--- config.mk ---
export PLATFORM = sky130hd
export DESIGN_NAME = prio_arbiter
export DESIGN_NICKNAME = d
export VERILOG_FILES = /design/src/rtl/prio_arb_pkg.sv /design/src/rtl/prio_pick.sv /design/src/rtl/prio_arbiter.sv
export SDC_FILE = /design/constraint.sdc
export NUM_CORES = 1
export LEC_CHECK = 0
export ABC_AREA = 1
export CAP_MARGIN = 20
export CORE_MARGIN = 2
export CORE_UTILIZATION = 45
export CTS_CLUSTER_SIZE = 8
export DETAILED_ROUTE_END_ITERATION = 8
export PLACE_DENSITY = 0.73
export SLEW_MARGIN = 20
export SYNTH_ARGS = -nofsm -noshare
export SYNTH_HDL_FRONTEND = slang
export SYNTH_SLANG_ARGS = --single-unit
--- constraint.sdc ---
create_clock -name clk -period 1.93 [get_ports clk]
set_clock_uncertainty 0.2 [all_clocks]
set_input_delay 0.386 -clock clk [delete_from_list [all_inputs] [get_ports clk]]
set_output_delay 0.386 -clock clk [all_outputs]
set_load 0.1 [all_outputs]
--- src/rtl/prio_arb_pkg.sv ---
// Purpose : shared constants and state encoding for the prio_arbiter block.
// Latency : n/a (declarations only).
// Backpressure: n/a (declarations only).
// Contents: MODE_FIXED / MODE_RR select values, state_t FSM encoding.
package prio_arb_pkg;

   localparam logic MODE_FIXED = 1'b0;   // highest set request index wins
   localparam logic MODE_RR    = 1'b1;   // round-robin from the rotating pointer

   typedef enum logic {
      ST_IDLE  = 1'b0,
      ST_GRANT = 1'b1
   } state_t;

endpackage

--- src/rtl/prio_pick.sv ---
// Purpose : combinational winner search over an N-bit request vector.
// Latency : 0 cycles (pure combinational).
// Backpressure: none; the result is valid whenever the inputs are.
// Ports   : req_i   N-bit request vector
//           start_i first index examined by the ascending search
//           dir_i   0 = descending scan from N-1, 1 = ascending scan from start_i with wrap
//           onehot_o/idx_o/found_o  winner as one-hot, binary index, and a valid flag
module prio_pick #(
   parameter int N    = 4,
   parameter int IDXW = $clog2(N)
) (
   input  logic [N-1:0]    req_i,
   input  logic [IDXW-1:0] start_i,
   input  logic            dir_i,
   output logic [N-1:0]    onehot_o,
   output logic [IDXW-1:0] idx_o,
   output logic            found_o
);

   int s;
   int j;

   always_comb begin
      idx_o    = '0;
      found_o  = 1'b0;
      onehot_o = '0;
      s        = 0;
      j        = 0;
      if (!dir_i) begin
         // Ascending loop, so the highest set index is the last assignment to stick.
         for (int i = 0; i < N; i++) begin
            if (req_i[i]) begin
               idx_o   = IDXW'(i);
               found_o = 1'b1;
            end
         end
      end else begin
         // An out-of-range start (only possible when N is not a power of 2) falls back to 0.
         s = (int'(start_i) < N) ? int'(start_i) : 0;
         // Walk offsets from farthest to nearest so the nearest set bit after start wins.
         for (int k = N - 1; k >= 0; k--) begin
            j = s + k;
            if (j >= N) j = j - N;
            if (req_i[j]) begin
               idx_o   = IDXW'(j);
               found_o = 1'b1;
            end
         end
      end
      if (found_o) onehot_o = N'(1) << idx_o;
   end

endmodule

--- src/rtl/prio_arbiter.sv ---
// Purpose : N-requester arbiter, fixed-priority or round-robin, lock-until-release with optional RR hold timeout.
// Latency : grant registered, visible 1 cycle after the request; handover between owners has no idle bubble.
// Backpressure: requesters hold req high until served; a grant is kept while its req stays high (or until timeout).
// Ports   : clk, rst (sync active-high), req[N], mode (0 fixed / 1 round-robin),
//           gnt[N] one-hot, gnt_idx binary index (0 when idle), gnt_valid = |gnt.
module prio_arbiter
   import prio_arb_pkg::*;
#(
   parameter int N        = 4,
   parameter int MAX_HOLD = 0,
   parameter int IDXW     = $clog2(N)
) (
   input  logic            clk,
   input  logic            rst,
   input  logic [N-1:0]    req,
   input  logic            mode,
   output logic [N-1:0]    gnt,
   output logic [IDXW-1:0] gnt_idx,
   output logic            gnt_valid
);

   localparam int HCW = (MAX_HOLD > 0) ? $clog2(MAX_HOLD + 1) : 1;
   localparam logic [HCW-1:0] HOLD_LAST = (MAX_HOLD > 0) ? HCW'(MAX_HOLD - 1) : '0;
   localparam logic [HCW-1:0] HOLD_SAT  = HCW'(MAX_HOLD);
   localparam logic [IDXW-1:0] IDX_LAST = IDXW'(N - 1);

   state_t          state_q;
   logic [N-1:0]    gnt_q;
   logic [IDXW-1:0] gnt_idx_q;
   logic            gnt_valid_q;
   logic [IDXW-1:0] rr_ptr_q, rr_ptr_d;
   logic [HCW-1:0]  hold_cnt_q;

   logic            owner_req;
   logic            timeout;
   logic            end_grant;
   logic            arbitrate;
   logic [N-1:0]    pick_onehot;
   logic [IDXW-1:0] pick_idx;
   logic            pick_found;

   // Owner still requesting; gnt_q is one-hot so the AND-reduce avoids indexing by gnt_idx_q.
   assign owner_req = |(req & gnt_q);

   // The counter saturates at MAX_HOLD, so a grant already held past the limit in fixed mode
   // cannot time out after a switch to round-robin: the current grant is left alone.
   assign timeout   = (MAX_HOLD != 0) && (mode == MODE_RR) && (hold_cnt_q == HOLD_LAST);
   assign end_grant = (state_q == ST_GRANT) && (!owner_req || timeout);
   assign arbitrate = (state_q == ST_IDLE) || end_grant;

   // Pointer moves past the outgoing owner before the new winner is searched,
   // so a timed-out owner is only re-granted if nobody else is requesting.
   always_comb begin
      rr_ptr_d = rr_ptr_q;
      if (end_grant && (mode == MODE_RR)) begin
         rr_ptr_d = (gnt_idx_q == IDX_LAST) ? '0 : gnt_idx_q + 1'b1;
      end
   end

   prio_pick #(
      .N    (N),
      .IDXW (IDXW)
   ) u_pick (
      .req_i    (req),
      .start_i  (rr_ptr_d),
      .dir_i    (mode),
      .onehot_o (pick_onehot),
      .idx_o    (pick_idx),
      .found_o  (pick_found)
   );

   always_ff @(posedge clk) begin
      if (rst) begin
         state_q     <= ST_IDLE;
         gnt_q       <= '0;
         gnt_idx_q   <= '0;
         gnt_valid_q <= 1'b0;
         rr_ptr_q    <= '0;
         hold_cnt_q  <= '0;
      end else begin
         rr_ptr_q <= rr_ptr_d;
         if (arbitrate) begin
            hold_cnt_q <= '0;
            if (pick_found) begin
               state_q     <= ST_GRANT;
               gnt_q       <= pick_onehot;
               gnt_idx_q   <= pick_idx;
               gnt_valid_q <= 1'b1;
            end else begin
               state_q     <= ST_IDLE;
               gnt_q       <= '0;
               gnt_idx_q   <= '0;
               gnt_valid_q <= 1'b0;
            end
         end else if (hold_cnt_q != HOLD_SAT) begin
            hold_cnt_q <= hold_cnt_q + 1'b1;
         end
      end
   end

   assign gnt       = gnt_q;
   assign gnt_idx   = gnt_idx_q;
   assign gnt_valid = gnt_valid_q;

endmodule
; Word level (Yosys, flattened, before mapping)
; Index checks and enable logic that the tools add are counted.
[op_classes]
addsub = 8
magnitude_cmp = 8
n_eq_ne = 1
shift = 1
n_mux = 42
bitwise_logic = 2
reduce_logical = 5
[ops]
columns = operator, n
row1 = 2-to-1 mux 32 bit, 8
row2 = less-than comparator 32 x 4 -> 1 bit (second input constant), 4
row3 = greater-or-equal comparator 32 x 4 -> 1 bit (second input constant), 3
row4 = subtractor 32 x 4 -> 32 bit (second input constant), 3
row5 = 2-to-1 mux 2 bit, 10
row6 = 2-to-1 mux 1 bit, 19
row7 = binary-select mux 1 bit (select 2 bit), 4
row8 = adder 2 x 2 -> 3 bit (second input constant), 2
row9 = bitwise AND 4 bit, 1
row10 = 2-to-1 mux 4 bit, 1
row11 = OR reduction 4 bit, 1
row12 = << shifter 1 x 2 -> 4 bit (first input constant), 1
row13 = subtractor 2 x 3 -> 4 bit (second input constant), 1
row14 = adder 2 x 1 -> 3 bit (second input constant), 1
row15 = greater-or-equal comparator 2 x 3 -> 1 bit (second input constant), 1
row16 = adder 2 x 1 -> 2 bit (second input constant), 1
row17 = == test 2 bit (second input constant), 1
row18 = logical AND 1 bit, 2
row19 = zero test 1 bit, 1
row20 = logical OR 1 bit, 1
row21 = NOT 1 bit, 1
[totals]
regBits = 9
inputBits = 7
output_inout_bits = 7
wordCells = 71

; Longest topological paths before layout
; Gate-level depths: netlist of the first run.
[logic_depth]
word_depth = 20
ltp_mapped = 19

; Modules after synthesis
; A second synthesis of the first run with hierarchy kept.
[unflattened]
cells_unflattened = 120
area_unflattened_um2 = 711.9
[by_module_without_submodules]
columns = module, n_inst, cells_per_inst, area_each_um2, seq_area_each_um2
row1 = prio_arbiter, 1, 71, 491.7, 180.2
row2 = prio_pick, 1, 49, 220.2, 0.0

; Worst setup path before layout of the first run
; No wires, ideal clock.
[synth_path]
path_kind = flip-flop to flip-flop
start = register gnt_idx_q[0], in the netlist gnt_idx[0]
end = register gnt_q[0], in the netlist gnt[0]
setup_time_ps = 125
arrival_time_ps = 2304
required_ps = 1605
setup_slack_ps = -699
path_stages_with_launch = 17
synth_period_minus_slack_ps = 2629
cell_sequence = dfxtp_1 > ha_1 > nand3b_1 > nand2_1 > nand2_1 > nand2_1 > nand2_1 > nand2_1 > nand2_1 > nand3_1 > nand2_1 > inv_1 > nand2_2 > nand2_2 > nor2_1 > nor2_1 > nor2_1
[synth_between]
elab_chain_cells = 17
word_cells_on_any_way = 47
cone_classes = add/sub (8) / order compare (4) / eq/ne (1) / shift (1) / mux (33)
[synth_lines]
columns = element, line
row1 = "start, declared", prio_arbiter.sv:29  ; logic [IDXW-1:0] gnt_idx_q;
row2 = "start signal, assigned", prio_arbiter.sv:87  ; gnt_idx_q <= pick_idx;
row3 = adder 2 x 1 -> 2 bit or == test 2 bit (tied branches), prio_arbiter.sv:56  ; rr_ptr_d = (gnt_idx_q == IDX_LAST) ? '0 : gnt_idx_q + 1'b1;
row4 = 2-to-1 mux 2 bit (*), prio_arbiter.sv:56
row5 = 2-to-1 mux 2 bit (*), prio_arbiter.sv:55  ; if (end_grant && (mode == MODE_RR)) begin
row6 = adder 2 x 2 -> 3 bit, prio_pick.sv:42  ; j = s + k;
row7 = subtractor 32 x 4 -> 32 bit or greater-or-equal comparator 32 x 4 -> 1 bit (tied branches), prio_pick.sv:43  ; if (j >= N) j = j - N;
row8 = 2-to-1 mux 32 bit, prio_pick.sv:43
row9 = 2-to-1 mux 32 bit, prio_pick.sv:29  ; if (!dir_i) begin
row10 = binary-select mux 1 bit (select 2 bit), prio_pick.sv:44  ; if (req_i[j]) begin
row11 = 2-to-1 mux 1 bit (not written as such) (2 in series), prio_pick.sv:44
row12 = 2-to-1 mux 2 bit (4 in series), prio_pick.sv:44
row13 = 2-to-1 mux 2 bit, prio_pick.sv:29
row14 = << shifter 1 x 2 -> 4 bit, prio_pick.sv:50  ; if (found_o) onehot_o = N'(1) << idx_o;
row15 = 2-to-1 mux 4 bit (*), prio_arbiter.sv:84  ; if (pick_found) begin
row16 = "end signal, assigned", prio_arbiter.sv:86  ; gnt_q <= pick_onehot;
row17 = "end, declared", prio_arbiter.sv:28  ; logic [N-1:0] gnt_q;
; Mark *: on every way between the ends. The rest lies on a longest branch, timed or not. The select of a mux whose other input is x is not followed.
; A chain may end at the register's enable or synchronous reset.

; Final worst setup path of the first run
[layout_path]
start = register gnt_idx_q[0], in the netlist gnt_idx[0]
end = register gnt_q[2], in the netlist gnt[2]
; Same word-level chain as after synthesis.

==> impl_metrics.tcl, run 1 <==
set metrics [dict create \
    hold_violations 0 \
    timing.rr.end "gnt[2]" \
    synth.distinct_cells 19 \
    grt_util_met3_pct 4.490 \
    synth_cells 125 \
    power_uw 1631 \
    drc 0 \
    end_kind "register" \
    die_h_microns 44.40 \
    diodes 0 \
    antenna_found_initial 0 \
    holdPathStages 3 \
    cts_tree "yes" \
    drt-total-wl_microns 3646 \
    rrSetupSlack_ns -0.59 \
    rsz0062_at_grt "true" \
    syn_avg_cell_area_sq_um 5.876 \
    fin_cells 184 \
    critical_path_class "reg2reg" \
    cts-htree-levels 1 \
    setup_ws_ns -0.5883 \
    stdcell_area_sq_um 1406 \
    regArea_sq_um 206.4 \
    timing.slew.headroom_pct 74.01 \
    ys_seq_area_share_pct 24.53 \
    grt_first_pass_wirelength_microns 4560 \
    synth_warnings 0 \
    rr_startpoint "gnt_idx[0]" \
    timing.final.crit_share_pct 130.5 \
    routedWlPerCell_microns 19.82 \
    start_util_pct 48.19 \
    setup_violations 7 \
    ant_nets 0 \
    nets 177 \
    placed_cell_area_sq_um 1136 \
    gp_congestion 0.8947 \
    hp-class "reg2reg" \
    routed-via-count 1110 \
    slowest_stage "dfxtp_4" \
    slew_violations 0 \
    cts_buffer_depth 2 \
    worst-slew-pin-transition_ns 0.3886 \
    worst_skew_pair.late_latency_ns 0.28 \
    path_max_fanout 7 \
    drv_cap 0 \
    via_per_inst 6.033 \
    grt-busiest-layer "met2" \
    crit_chain "ha_4 > or2_4 > nand3b_1 > nand2_4 > nand2_4 > nand3_1 > nand2_1 > inv_2 > nand3_2 > nand2_1 > inv_1 > nand2_2 > buf_4 > nand3_1 > a21oi_1" \
    outcome "finished, violations left" \
    row_count 14 \
    cts-root-buf "clkbuf_4" \
    die_area_sq_um 1971 \
    violations "setup timing" \
    synth_seq_cells 9 \
    grtUsageTotal_pct 32.97 \
    dp_cells 172 \
    peakVddDrop_mv 1.026 \
    clock.fmax_mhz 397.1 \
    synth_fp_nets 133 \
    required_ns 1.93 \
    grt.met2_usage_pct 61.76 \
    grt_use_met1_pct 35.66 \
    hpwl_microns 1781 \
    core_sq_um 1524 \
    clock_sinks 9 \
    overflow 0 \
    r2r_cells 15 \
    multi_input_area_sq_um 695.7 \
    fin_util_pct 92.28 \
    n_fill_cell 59 \
    port_buffers 13 \
    startpoint_type "register" \
    fp.dieW_microns 44.40 \
    holdPathEnd "gnt[2]" \
    grt_max_degree 10 \
    syn_area_sq_um 734.5 \
    tns_ns -3.301 \
    syn_to_final_growth_pct 91.48 \
    crit_arrival_ns 2.52 \
    grt_pass1_vias 1027 \
    clk_pin_slew_ns 0.08 \
    drtIter0Drc 94 \
    drt_pass1_iterations 4 \
    power_density_nw_per_um2 1160 \
    drive_above_1_share_pct 57.14 \
    hp-start "gnt[2]" \
    ioPinCount 14 \
    cpPeakStageDelay_ns 0.36 \
    p_leak_uw 0.0007186 \
    cts_made_buffers 3 \
    min_period_ns 2.518 \
]
-- critical path, delay by kind of cell (launching register included) --
| kind | cells | cell delay [ns] |
|---|---|---|
| AOI/OAI and AO/OA | 1 | 0.13 |
| buffers and inverters | 3 | 0.30 |
| and+or+nand+nor | 10 | 1.29 |
| adders and majority gates | 1 | 0.14 |
| DFF | 1 | 0.36 |
-- cells in the final DEF, fill, tap and decap left out --
cell and n:
a21oi_1 2, a21oi_2 4, a21oi_4 2, buf_12 7, buf_4 27, clkbuf_4 3
clkdlybuf4s50_1 1, clkinv_2 1, dfxtp_1 2, dfxtp_4 7, dlygate4sd2_1 5, ha_4 1
inv_1 13, inv_2 3, nand2_1 30, nand2_2 17, nand2_4 13, nand2_8 1
nand3_1 5, nand3_2 8, nand3b_1 3, nor2_1 7, nor2_8 1, o21ai_0 2
o21bai_1 1, o31ai_1 1, or2_4 1
-- power breakdown --
group / internal, uW / total, uW / switching [uW]
Sequential: 231 / 259 / 27.8
Combinational: 448 / 1210 / 759
Clock: 77.0 / 165 / 88.2
-- metal layers --
metal | up-vias | wire length (microns) | share of wire [%]
met5 | - | 0 | 0
met4 | 0 | 246 | 6.7
met3 | 34 | 318 | 8.7
met2 | 89 | 1863 | 51
met1 | 507 | 1217 | 33
li1 | 480 | - | -
-- worst max path at each step --
| stage | to | cells past startpoint | start |
|---|---|---|---|
| after global placement | gnt[0] | 20 | req[3] |
| final | gnt[2] | 15 | gnt_idx[0] |
| after global routing | gnt[2] | 15 | gnt_idx[1] |
| after floorplan | gnt[0] | 17 | gnt_idx[1] |
| after detailed placement | gnt[0] | 20 | req[2] |
| after CTS | gnt[2] | 16 | gnt_idx[0] |
-- logic make-up (layout without fill, tap and decap cells) --
| logic type | count (synthesis) | after routing | synth area share, % |
|---|---|---|---|
| simple gates | 86 | 86 | 55.71 |
| compound gates | 12 | 12 | 9.370 |
| flops | 9 | 9 | 24.53 |
| buf+inv | 17 | 60 | 8.687 |
| fa+ha+maj | 1 | 1 | 1.703 |
-- state kept, by name, summed over array words and instances, names as in the netlist --
signal     cells
gnt_valid      1
gnt            4
gnt_idx        2
rr_ptr_q       2
-- through the flow --
step,setup WS [ns],hold slack [ns]
after floorplan,-0.2329,0.3740
after global placement,-0.6017,0.4112
after detailed placement,-0.7072,0.4175
after CTS,-0.2767,0.4308
after global routing,-0.5682,0.4716
final,-0.5883,0.4486
-- timing repair --
action	CTS	global route
buffers inserted	5	3
endpoints found under the setup margin	7	7
hold buffers	0	0
resized for setup	31	24
pin swaps	18	14
-- Yosys cell counts --
master | instances | area, sq um
a21oi_1 | 7 | 35.03
nor2_1 | 7 | 26.28
o21ai_0 | 2 | 10.01
nand2_2 | 8 | 50.05
nand3_2 | 1 | 10.01
or2_1 | 1 | 6.260
ha_1 | 1 | 12.51
inv_1 | 15 | 56.30
nand3b_1 | 3 | 22.52
buf_1 | 1 | 3.750
o31ai_1 | 1 | 7.510
dfxtp_1 | 9 | 180.2
nand3_1 | 12 | 60.06
nand2_4 | 2 | 22.52
a21oi_2 | 1 | 8.760
o21bai_1 | 1 | 7.510
nor2_8 | 1 | 20.02
inv_2 | 1 | 3.750
nand2_1 | 51 | 191.4
-- cell type report --
cell class | instances | area share, %
Clock inverter | 1 | 0.3559
Inverter | 16 | 4.270
Clock buffer | 3 | 1.601
Tap cell | 16 | 1.423
Multi-Input combinational cell | 99 | 49.47
Timing Repair Buffer | 40 | 28.20
Sequential cell | 9 | 14.68
Note: power is estimated with default switching activity, not from simulation.
==> run 2: changes to the inputs <==
Settings changed: CORE_UTILIZATION 45 to 53, CTS_CLUSTER_DIAMETER set to 100, PLACE_DENSITY 0.73 to 0.81, SKIP_LAST_GASP set to 1.
Clock period 1.93 ns to 2.9 ns, I/O delays scaled along.
==> run 2 against run 1 <==
- the flow now finishes without violations
- final cell count is 14% lower
- routed wire length is 52% lower
- flip-flop and latch count stayed put
- non-clock buffer count is 25 lower
- clock power is 36% lower
- die area is 14% lower
- critical path depth is 4 higher
- cell area is 36% lower
- count of clock-buffer cells in the layout is 1 higher
- critical path type is now in2reg
==> impl_metrics.tcl, run 2 (synthesis gave the netlist of run 1 again) <==
set metrics [dict create \
    peakVddDrop_mv 0.5216 \
    wl_met2_microns 869 \
    fin_util_pct 69.42 \
    clk_pin_slew_ns 0.06 \
    hp-class "reg2reg" \
    wl_met3_microns 86 \
    rsz0062_at_grt "false" \
    cts_made_buffers 3 \
    end_kind "register" \
    p_leak_uw 0.0004954 \
    path_max_fanout 7 \
    dp_cells 154 \
    gp_congestion 0.8827 \
    drt_pass1_iterations 4 \
    nets 152 \
    worst-slew-pin-transition_ns 0.3302 \
    grt_max_degree 10 \
    cpPeakStageDelay_ns 0.44 \
    slowest_stage "clkdlybuf4s50_1" \
    syn_to_final_growth_pct 23.00 \
    required_ns 2.86 \
    fp.dieW_microns 41.23 \
    crit_arrival_ns 2.50 \
    ctsResizeCount 0 \
    placed_cell_area_sq_um 877.1 \
    grt_first_pass_wirelength_microns 2532 \
    die_h_microns 41.23 \
    drtIter0Drc 20 \
    hp-start "gnt[1]" \
    outcome "finished, final reports clean" \
    drv_cap 0 \
    power_density_nw_per_um2 805.5 \
    final_common_cell "nand2_1" \
    worst_skew_pair.late_latency_ns 0.28 \
    grt_pass1_vias 608 \
    clock.fmax_mhz 393.2 \
    layout_common_cells "nand2_1 (51), inv_1 (15), nand3_1 (12), dfxtp_1 (9), buf_4 (9)" \
    cts_buffer_depth 2 \
    cts-root-buf "clkbuf_4" \
    antenna_found_initial 0 \
    routed-via-count 822 \
    start_util_pct 56.44 \
    die_area_sq_um 1700 \
    diodes 0 \
    crit_chain "clkdlybuf4s50_1 > nand2_1 > nand2_2 > nor2_8 > nand2_4 > nand2_2 > nand2_2 > nand2_1 > nand3_1 > nand2_1 > nand3_1 > nand2_1 > nand2_1 > nand2_1 > nand2_1 > nand2_1 > nor2_1 > nor2_1 > nor2_1" \
    top_layer "met4" \
    timing.final.crit_share_pct 87.71 \
    timing.slew.headroom_pct 77.92 \
    rr_startpoint "gnt_idx[0]" \
    holdPathEnd "gnt[1]" \
    row_count 13 \
    hpwl_microns 1403 \
    drive_above_1_share_pct 18.18 \
    ioPinCount 14 \
    setup_violations 0 \
    hold_violations 0 \
    m1WireLength_microns 773 \
    cts-htree-levels 1 \
    via_per_inst 5.203 \
    cts_tree "yes" \
    fin_cells 158 \
    startpoint_type "primary input" \
    drc 0 \
    overflow 0 \
    timing.rr.end "gnt[0]" \
    core_sq_um 1301 \
    tns_ns 0 \
    critical_path_class "in2reg" \
    port_buffers 13 \
    power_uw 727.7 \
    ctsHoldBuffers 0 \
    holdPathStages 2 \
    routedWlPerCell_microns 11.14 \
    stdcell_area_sq_um 903.4 \
    post_cts_buffers 0 \
    r2r_cells 17 \
    ant_nets 0 \
    rrSetupSlack_ns 0.64 \
    drt-total-wl_microns 1760 \
    largest_reg_flops 4 \
    crit_top_cell "nand2_1" \
    grtUsageTotal_pct 24.25 \
    slew_violations 0 \
    min_period_ns 2.544 \
    clock_sinks 9 \
]
==> run 2: worst max-delay path by stage <==
| stage | slack [ns] | cells past startpoint | to | startpoint |
|---|---|---|---|---|
| 6_report | 0.36 | 19 | gnt[0] | req[2] |
| 5_1_grt | 0.1 | 16 | gnt[2] | req[2] |
| 4_1_cts | 0.36 | 19 | gnt[0] | req[2] |
| 3_5_place_dp | 0.08 | 19 | gnt[0] | req[2] |
| 3_3_place_gp | 0.12 | 16 | gnt[2] | req[2] |
| 2_1_floorplan | 0.27 | 16 | gnt[0] | gnt_idx[0] |
==> run 2: through the flow <==
stage	hold slack [ns]	worst slack, ns
after detailed placement	0.2829	0.07799
final	0.2956	0.3565
after global placement	0.2731	0.1216
after CTS	0.2933	0.3625
after global routing	0.3209	0.09717
after floorplan	0.3740	0.2708
==> run 2: final cells by class <==
cell class / instances / area, sq um
clock buffers: 4 / 26.28
multi-input cells: 99 / 490.5
well taps: 15 / 18.77
repair buffers: 15 / 127.6
flip-flops and latches: 9 / 180.2
fillers: 119 / 397.9
inverters: 16 / 60.06
==> run 2: per-layer routing <==
metal | global-route usage [%] | vias up
met2 | 39.84 | 19
met5 | 0 | -
met4 | 9.677 | 0
met3 | 9.783 | 5
li1 | - | 427
met1 | 27.69 | 371
==> run 2: power by group <==
group / switching [uW] / internal (uW) / leakage (uW)
clock: 52.4 / 53.5 / 0.0000150
combinational: 329 / 128 / 0.000406
sequential: 17.6 / 147 / 0.0000743
total: 399 / 329 / 0.000495
==> run 2: critical path, delay by kind of cell <==
| kind | cells | cell delay [ns] |
|---|---|---|
| simple gates | 18 | 1.48 |
| buf+inv | 1 | 0.44 |
==> run 3: changes to the inputs <==
Settings changed: CORE_MARGIN 2 to unset.
==> run 3 against run 2 <==
- sequential power about the same
- non-clock buffer count did not move
- via count increased by 2.1%
- worst hold slack improved by 0.00060 ns
- highest routed layer unchanged
- final cell count did not move
- fmax is 1.2% lower
- flip-flop and latch count unchanged
- setup slack lost 0.032 ns
- count of clock-buffer cells in the layout unchanged
==> impl_metrics.tcl, run 3 (synthesis gave the netlist of run 1 again) <==
set metrics [dict create \
    crit_chain "clkdlybuf4s50_1 > nand2_1 > nand2_2 > nor2_8 > nand3b_1 > nand2_2 > nand2_1 > nand2_2 > nand2_1 > nand2_1 > nand2_1 > nand3_1 > nand2_1 > inv_1 > nand2_2 > nand2_2 > nor2_1 > nor2_1 > nor2_1" \
    clock.fmax_mhz 388.3 \
    clock_sinks 9 \
    clk_pin_slew_ns 0.07 \
    drt_pass1_iterations 4 \
    routed-via-count 839 \
    fp.dieW_microns 39.23 \
    rrSetupSlack_ns 0.62 \
    slew_violations 0 \
    drv_cap 0 \
    cts_buffer_depth 2 \
    via_per_inst 5.310 \
    holdPathStages 2 \
    drive_above_1_share_pct 18.18 \
    die_h_microns 39.23 \
    required_ns 2.86 \
    worst-slew-pin-transition_ns 0.3357 \
    hold_slack_ns 0.2962 \
    timing.slew.headroom_pct 77.55 \
    antenna_found_initial 0 \
    p_sw_share_pct 54.67 \
    rsz0062_at_grt "false" \
    cp.depth 19 \
    cts_tree "yes" \
    die_area_sq_um 1539 \
    timing.rr.end "gnt[0]" \
    path_max_fanout 7 \
    grtUsageTotal_pct 24.70 \
    largest_reg_flops 4 \
    drtIter0Drc 73 \
    setup_violations 0 \
    crit_family "simple AND/OR/NAND/NOR gates" \
    layout_common_cells "nand2_1 (51), inv_1 (15), nand3_1 (12), dfxtp_1 (9), buf_4 (9)" \
    cts_made_buffers 3 \
    stdcell_area_sq_um 903.4 \
    crit_arrival_ns 2.53 \
    cts-root-buf "clkbuf_4" \
    ioPinCount 14 \
    post_cts_buffers 0 \
    critical_path_class "in2reg" \
    tns_ns 0 \
    drc 0 \
    startpoint_type "primary input" \
    overflow 0 \
    crit_top_cell "nand2_1" \
    diodes 0 \
    gp_congestion 0.8454 \
    p_seq_share_pct 22.7 \
    p_sw_uw 396.1 \
    placed_cell_area_sq_um 877.1 \
    hp-class "reg2reg" \
    slowest_stage "clkdlybuf4s50_1" \
    r2r_cells 17 \
    hp-start "gnt[1]" \
    peakVddDrop_mv 0.4927 \
    n_fill_cell 112 \
    holdPathEnd "gnt[1]" \
    grt_first_pass_wirelength_microns 2546 \
    ctsResizeCount 0 \
    end_kind "register" \
    rr_startpoint "gnt_idx[0]" \
    outcome "finished, final reports clean" \
    grt_max_degree 10 \
    p_leak_uw 0.0004954 \
    timing.final.crit_share_pct 88.80 \
    row_count 13 \
    worst_skew_pair.late_latency_ns 0.27 \
    nets 152 \
    cts-htree-levels 1 \
    power.internal_uw 328.4 \
    hold_violations 0 \
    critPathBufInv 2 \
    min_period_ns 2.575 \
    combPwrFrac_pct 62.8 \
    routedWlPerCell_microns 10.85 \
    syn_to_final_growth_pct 23.00 \
    p_clk_share_pct 14.5 \
    port_buffers 13 \
    start_util_pct 56.44 \
    drt-total-wl_microns 1714 \
    crit_path_start "req[2]" \
    power_density_nw_per_um2 802.0 \
    grt_pass1_vias 626 \
    ctsHoldBuffers 0 \
    ant_nets 0 \
    cpPeakStageDelay_ns 0.45 \
    final_common_cell "nand2_1" \
    core_sq_um 1301 \
    hpwl_microns 1386 \
]
==> run 3: cell counts in the layout (fill, tap and decap cells not counted) <==
Identical to the previous run, type by type.
==> run 3: how the worst max path moves through the flow <==
stage / endpoint / slack (ns)
2_1_floorplan: gnt[0] / 0.27
6_report: gnt[0] / 0.32
5_1_grt: gnt[0] / 0.04
3_5_place_dp: gnt[0] / 0.07
4_1_cts: gnt[0] / 0.33
3_3_place_gp: gnt[0] / 0.11
==> run 3: area by class of cell <==
| cell class | instances | area [sq um] | share of cell area (%) |
|---|---|---|---|
| Clock buffer | 4 | 26.28 | 2.909 |
| Inverter | 16 | 60.06 | 6.648 |
| Multi-Input combinational cell | 99 | 490.5 | 54.29 |
| Sequential cell | 9 | 180.2 | 19.94 |
| Tap cell | 15 | 18.77 | 2.078 |
| Timing Repair Buffer | 15 | 127.6 | 14.13 |
==> run 3: worst reg2reg max path, delay by kind of cell, from the launching register on <==
kind	cells	cell delay (ns)
flops	1	0.33
fa+ha+maj	1	0.19
simple gates	15	1.38
buf+inv	1	0.06
==> run 3: power by group through the flow <==
stage	sequential [uW]	clock, uW	combinational, uW
6_report	165	105	455
2_1_floorplan	298	0	230
3_3_place_gp	166	0	445
3_5_place_dp	167	0	450
4_1_cts	165	104	452
5_1_grt	168	110	492
==> run 3: per-stage QoR <==
| step | util, % | total power, uW | cells | worst slack, ns |
|---|---|---|---|---|
| floorplan | - | 528.1 | 125 | 0.2708 |
| global placement | 67.40 | 610.6 | 154 | 0.1063 |
| detailed placement | 67.40 | 617.4 | 154 | 0.06611 |
| CTS | 69.42 | 721.8 | 158 | 0.3302 |
| global route | 69.42 | 769.3 | 158 | 0.03997 |
| finish | 69.42 | 724.5 | 158 | 0.3247 |
==> run 3: metal layers <==
| metal | vias up | part of all wire, % | track usage (%) |
|---|---|---|---|
| met5 | - | 0 | 0 |
| met4 | 0 | 1.6 | 10.34 |
| met3 | 3 | 6.6 | 3.468 |
| met2 | 33 | 47 | 40.42 |
| met1 | 373 | 45 | 31.83 |
| li1 | 430 | - | - |
